File: src/rtl/mcp_tx_ctrl.sv
// mcp_tx_ctrl: TX-domain front end of a toggle-based multi-cycle-path CDC link.
//   Takes one producer word at a time, holds it on data_out, flips req_toggle,
//   then blocks new words until the RX ack toggle comes back (level-matched).
// Ports:
//   clk_tx, rst_n (async, active-low)
//   in_valid/in_ready/in_data : producer handshake (in_ready registered)
//   ack_toggle                : RX acknowledge, asynchronous to clk_tx
//   clr_err                   : one-cycle clear of the sticky error flags
//   req_toggle, data_out      : registered MCP request and held data
//   busy, timeout_err, proto_err, xfer_count : status
module mcp_tx_ctrl #(
  parameter int DATA_W      = 8,
  parameter int SYNC_STAGES = 2,
  parameter int TIMEOUT_CYC = 255
) (
  input  logic              clk_tx,
  input  logic              rst_n,
  input  logic              in_valid,
  input  logic [DATA_W-1:0] in_data,
  output logic              in_ready,
  input  logic              ack_toggle,
  input  logic              clr_err,
  output logic              req_toggle,
  output logic [DATA_W-1:0] data_out,
  output logic              busy,
  output logic              timeout_err,
  output logic              proto_err,
  output logic [15:0]       xfer_count
);

  localparam int TCW = (TIMEOUT_CYC < 2) ? 1 : $clog2(TIMEOUT_CYC + 1);
  localparam logic [TCW-1:0] TMO_MAX = TCW'(TIMEOUT_CYC);

  typedef enum logic [1:0] {
    IDLE     = 2'd0,
    LAUNCH   = 2'd1,
    WAIT_ACK = 2'd2
  } state_t;

  state_t state;
  state_t state_nxt;

  logic [SYNC_STAGES-1:0] ack_sync_q;
  logic                   ack_sync;
  logic                   ack_prev;
  logic [TCW-1:0]         tcnt;

  logic accept;
  logic done;
  logic waiting;
  logic tcnt_sat;
  logic tmo_hit;
  logic proto_hit;

  // Plain flop chain: the first stage samples ack_toggle directly.
  always_ff @(posedge clk_tx or negedge rst_n) begin
    if (!rst_n) begin
      ack_sync_q <= '0;
    end else begin
      ack_sync_q <= {ack_sync_q[SYNC_STAGES-2:0], ack_toggle};
    end
  end

  assign ack_sync = ack_sync_q[SYNC_STAGES-1];

  always_ff @(posedge clk_tx or negedge rst_n) begin
    if (!rst_n) begin
      state <= IDLE;
    end else begin
      state <= state_nxt;
    end
  end

  always_comb begin
    state_nxt = state;
    accept    = 1'b0;
    done      = 1'b0;
    waiting   = 1'b0;
    case (state)
      IDLE: begin
        if (in_valid && in_ready) begin
          accept    = 1'b1;
          state_nxt = LAUNCH;
        end
      end
      LAUNCH: begin
        state_nxt = WAIT_ACK;
      end
      WAIT_ACK: begin
        // Level compare: the RX side has caught up once its ack parity
        // equals our request parity.
        if (ack_sync == req_toggle) begin
          done      = 1'b1;
          state_nxt = IDLE;
        end else begin
          waiting = 1'b1;
        end
      end
      default: begin
        state_nxt = IDLE;
      end
    endcase
  end

  assign busy     = (state != IDLE);
  assign tcnt_sat = (tcnt == TMO_MAX);
  // Flag on the edge where the counter reaches the limit, and keep
  // asserting while saturated so a clear during a stuck wait cannot stick.
  assign tmo_hit  = (TIMEOUT_CYC != 0) && waiting &&
                    (tcnt_sat || ((tcnt + TCW'(1)) == TMO_MAX));
  // Any ack movement outside WAIT_ACK means the RX side toggled unasked.
  assign proto_hit = (ack_sync != ack_prev) && ((state == IDLE) || (state == LAUNCH));

  always_ff @(posedge clk_tx or negedge rst_n) begin
    if (!rst_n) begin
      in_ready    <= 1'b0;
      req_toggle  <= 1'b0;
      data_out    <= '0;
      timeout_err <= 1'b0;
      proto_err   <= 1'b0;
      xfer_count  <= 16'd0;
      ack_prev    <= 1'b0;
      tcnt        <= '0;
    end else begin
      ack_prev <= ack_sync;

      // data_out only moves on an accept edge, so it is stable for the
      // LAUNCH cycle before the toggle and for the whole wait.
      if (accept) begin
        data_out <= in_data;
        in_ready <= 1'b0;
      end else if ((state == IDLE) || done) begin
        in_ready <= 1'b1;
      end

      if (state == LAUNCH) begin
        req_toggle <= ~req_toggle;
        tcnt       <= '0;
      end else if (waiting && !tcnt_sat) begin
        tcnt <= tcnt + TCW'(1);
      end

      if (done) begin
        xfer_count <= xfer_count + 16'd1;
      end

      if (tmo_hit) begin
        timeout_err <= 1'b1;
      end else if (clr_err) begin
        timeout_err <= 1'b0;
      end

      if (proto_hit) begin
        proto_err <= 1'b1;
      end else if (clr_err) begin
        proto_err <= 1'b0;
      end
    end
  end

endmodule

File: config.mk
export PLATFORM = sky130hd
export DESIGN_NAME = mcp_tx_ctrl
export DESIGN_NICKNAME = d
export VERILOG_FILES = /design/src/rtl/mcp_tx_ctrl.sv
export SDC_FILE = /design/constraint.sdc
export NUM_CORES = 1
export LEC_CHECK = 0
export CELL_PAD_IN_SITES_DETAIL_PLACEMENT = 0
export CELL_PAD_IN_SITES_GLOBAL_PLACEMENT = 1
export CORE_ASPECT_RATIO = 0.5
export CORE_UTILIZATION = 39
export CTS_BUF_LIST = sky130_fd_sc_hd__clkbuf_16
export DETAILED_ROUTE_END_ITERATION = 12
export GPL_TIMING_DRIVEN = 0
export PLACE_DENSITY = 0.79
export SKIP_LAST_GASP = 1
export SYNTH_ARGS = -nofsm -noshare
export SYNTH_HDL_FRONTEND = slang
export SYNTH_SLANG_ARGS = --single-unit
File: constraint.sdc
create_clock -name clk_tx -period 2.49 [get_ports clk_tx]
set_clock_uncertainty 0.1 [all_clocks]
set_input_delay 0.498 -clock clk_tx [delete_from_list [all_inputs] [get_ports clk_tx]]
set_output_delay 0.498 -clock clk_tx [all_outputs]
set_load 0.05 [all_outputs]
==> results.toml <==
[floorplanning]
die_area_um2 = 5154
start_util_pct = 41.78
ioPinCount = 42
fp.coreArea_um2 = 4531
rows = 17
die_y_um = 51.27
die_w_um = 100.5

[route]
drt_iter0_drc = 30
drc_errors = 0
via_per_inst = 4.843
wl_mm = 3.886
ant_nets = 0
vias = 1361
drt_pre_antenna_iters = 4
wl_per_cell_um = 13.83

[placement]
placed_cells = 272
gp_congestion = 0.7807
hpwlAfterDp_mm = 2.777
port_buffers = 41
dpl-instance-area_um2 = 2401

[logic_synthesis]
syn-num-nets = 180
ys_seq_elements = 41
synth_seq_area_share_pct = 54.20
syn_area_um2 = 1893
synth_cells = 164
synth_area_leaders = "dfrtp_1 54%, xnor2_1 7.4%, mux2_2 5.4%"
async_flop_share_pct = 100.0
yosys.area.top_type = "dfrtp_1"
synth_edf_count = 0
yosysTopAreaCellShare_pct = 54.20
avgSynthCellArea_um2 = 11.54
yosys.cell_count.top_type = "dfrtp_1"
ys.flop_type = "dfrtp_1"
yosysWarnings = 0
ys_types = 40
synth_common_cells = "41 x dfrtp_1, 16 x xnor2_1, 14 x nand2_1"

[cells_and_area]
fill_cells = 382
diodes = 0
layout.nets = 230
final_cell_count_no_fill = 281
drive_above_1_share_pct = 13.49
synthToLayoutAreaGrowth_pct = 37.41
stdcell_area_um2 = 2601

[sta]
fin_worst_hold_slack_ns = 0.2757
fin_crit_ns = 2.296
tightest_slew_ns = 0.5823
finalMaxSlewViolations = 0
timing.final.crit_share_pct = 92.23
fmax_mhz = 435.5
rsz0062_at_grt = "no"
finalSetupViolCount = 0
slew_headroom_pct = 60.85
hold_viol = 0

[setup_path]
cp_cell_sequence = "nor2_1, inv_1, clkdlybuf4s50_1"
critical_path.max_fanout = 6
worstPathRequired_ns = 1.89
cp_slowest_stage_delay_ns = 0.81
critical_path_class = "flop to output pin"
cpMaxStageDelayCell = "clkdlybuf4s50_1"
start_kind = "flop"
arrival_ns = 1.70
regToRegSetupSlack_ns = 0.46
cp-end-kind = "output pin"

[clocking]
cts-root-buf = "clkbuf_16"
post_cts_buffers = 0
numClockSinks = 41
h-tree-depth = 2
cts_buffer_depth = 2
clk_latency_ns = 0.28
cts_tree = "yes"
cts_made_buffers = 5
cts-resized-gates = 0
cts.clk_slew.worst_paths_ns = 0.06

[global_routing]
track_usage_pct = 17.23
grt_max_degree = 37
antenna_found_initial = 0
first_global_vias = 1416
grt_overflow = 0
grt_pass1_wl_mm = 6.672

[run_status]
status = "finished, final reports clean"

[pwr]
ir_drop_v = 0.0004863
p_leak_nw = 1.095
power_density_nw_per_um2 = 1140

[job]
max-cap-violations = 0

[min_path]
hold_path.class = "flop to flop"
-- where the power goes --
group / leakage (nW) / internal (W) / switching, W
registers: 0.530 / 0.000819 / 0.000144
clock network: 0.0938 / 0.000572 / 0.000253
logic: 0.472 / 0.000425 / 0.000751
total: 1.10 / 0.00182 / 0.00115
-- metrics by stage --
step                util (%)  setup slack (ns)  total power [W]  TNS [ns]
floorplan                  -            0.5886         0.001747         0
global placement       52.66           -0.2327         0.002121    -9.479
detailed placement     53.00            0.4905         0.002151         0
CTS                    57.42            0.1681         0.002997         0
global route           57.42            0.1062         0.003097         0
finish                 57.42            0.1935         0.002965         0
-- flip-flops by register name, indices dropped and copies added (netlist names) --
register and flops:
in_ready 1, ack_sync_q 2, timeout_err 1, tcnt 8, ack_prev 1, proto_err 1
state 2, xfer_count 16, req_toggle 1, data_out 8
-- critical path: cells and delay by family, from the launching register on --
| family | cells | cell delay, ns |
|---|---|---|
| and+or+nand+nor | 1 | 0.10 |
| buffers and inverters | 2 | 0.87 |
| DFF | 1 | 0.44 |
-- final timing paths --
check                           endpoint  depth (start not counted)     startpoint
max reg2reg                      tcnt[7]                          7        tcnt[0]
min in group asynchronous  xfer_count[8]                          2          rst_n
max                                 busy                          3       state[1]
min reg2reg                ack_sync_q[1]                          0  ack_sync_q[0]
max in group asynchronous        tcnt[2]                          3          rst_n
min                        ack_sync_q[1]                          0  ack_sync_q[0]
-- cells in the final DEF, fill, tap and decap left out, drive strengths merged, types with 5 or more instances in the layout --
cell type and n:
nand4 6, mux2 9, xnor2 16, nand2 14, clkbuf 7, dfrtp 41
clkdlybuf4s50 40, o21ai 7, xor2 8, nor2 11, nand3 11, and3 5
-- repair_timing --
item / CTS / global route
hold buffers: 1 / 0
setup endpoints to repair: 0 / 0
hold endpoints to repair: 5 / 0
-- cell families after synthesis --
kind of cell / Yosys count / synth area share (%)
AND/OR/NAND/NOR: 61 / 18.05
flip-flops: 41 / 54.20
XOR/XNOR: 24 / 11.10
AO/OA/AOI/OAI: 17 / 6.213
multiplexers: 10 / 5.883
buffers and inverters: 8 / 2.577
adder cells (fa/ha/maj): 3 / 1.983
-- metal layers --
layer	track usage [%]	routed length, µm	vias to the layer above
met3	4.514	105	2
met5	0	0	-
met2	31.05	1971	18
met4	5.072	23	0
met1	20.54	1786	672
li1	-	-	669
-- layout make-up --
| class | count | area (µm²) | share of cell area [%] |
|---|---|---|---|
| plain buffers | 4 | 33.78 | 1.299 |
| clock inverters | 3 | 65.06 | 2.501 |
| well taps | 66 | 82.58 | 3.175 |
| inverters | 4 | 15.01 | 0.5772 |
| multi-input cells | 115 | 818.3 | 31.46 |
| repair buffers | 43 | 435.4 | 16.74 |
| flip-flops and latches | 41 | 1026 | 39.44 |
| clock buffers | 5 | 125.1 | 4.810 |
Note: power is estimated with default switching activity, not from simulation.
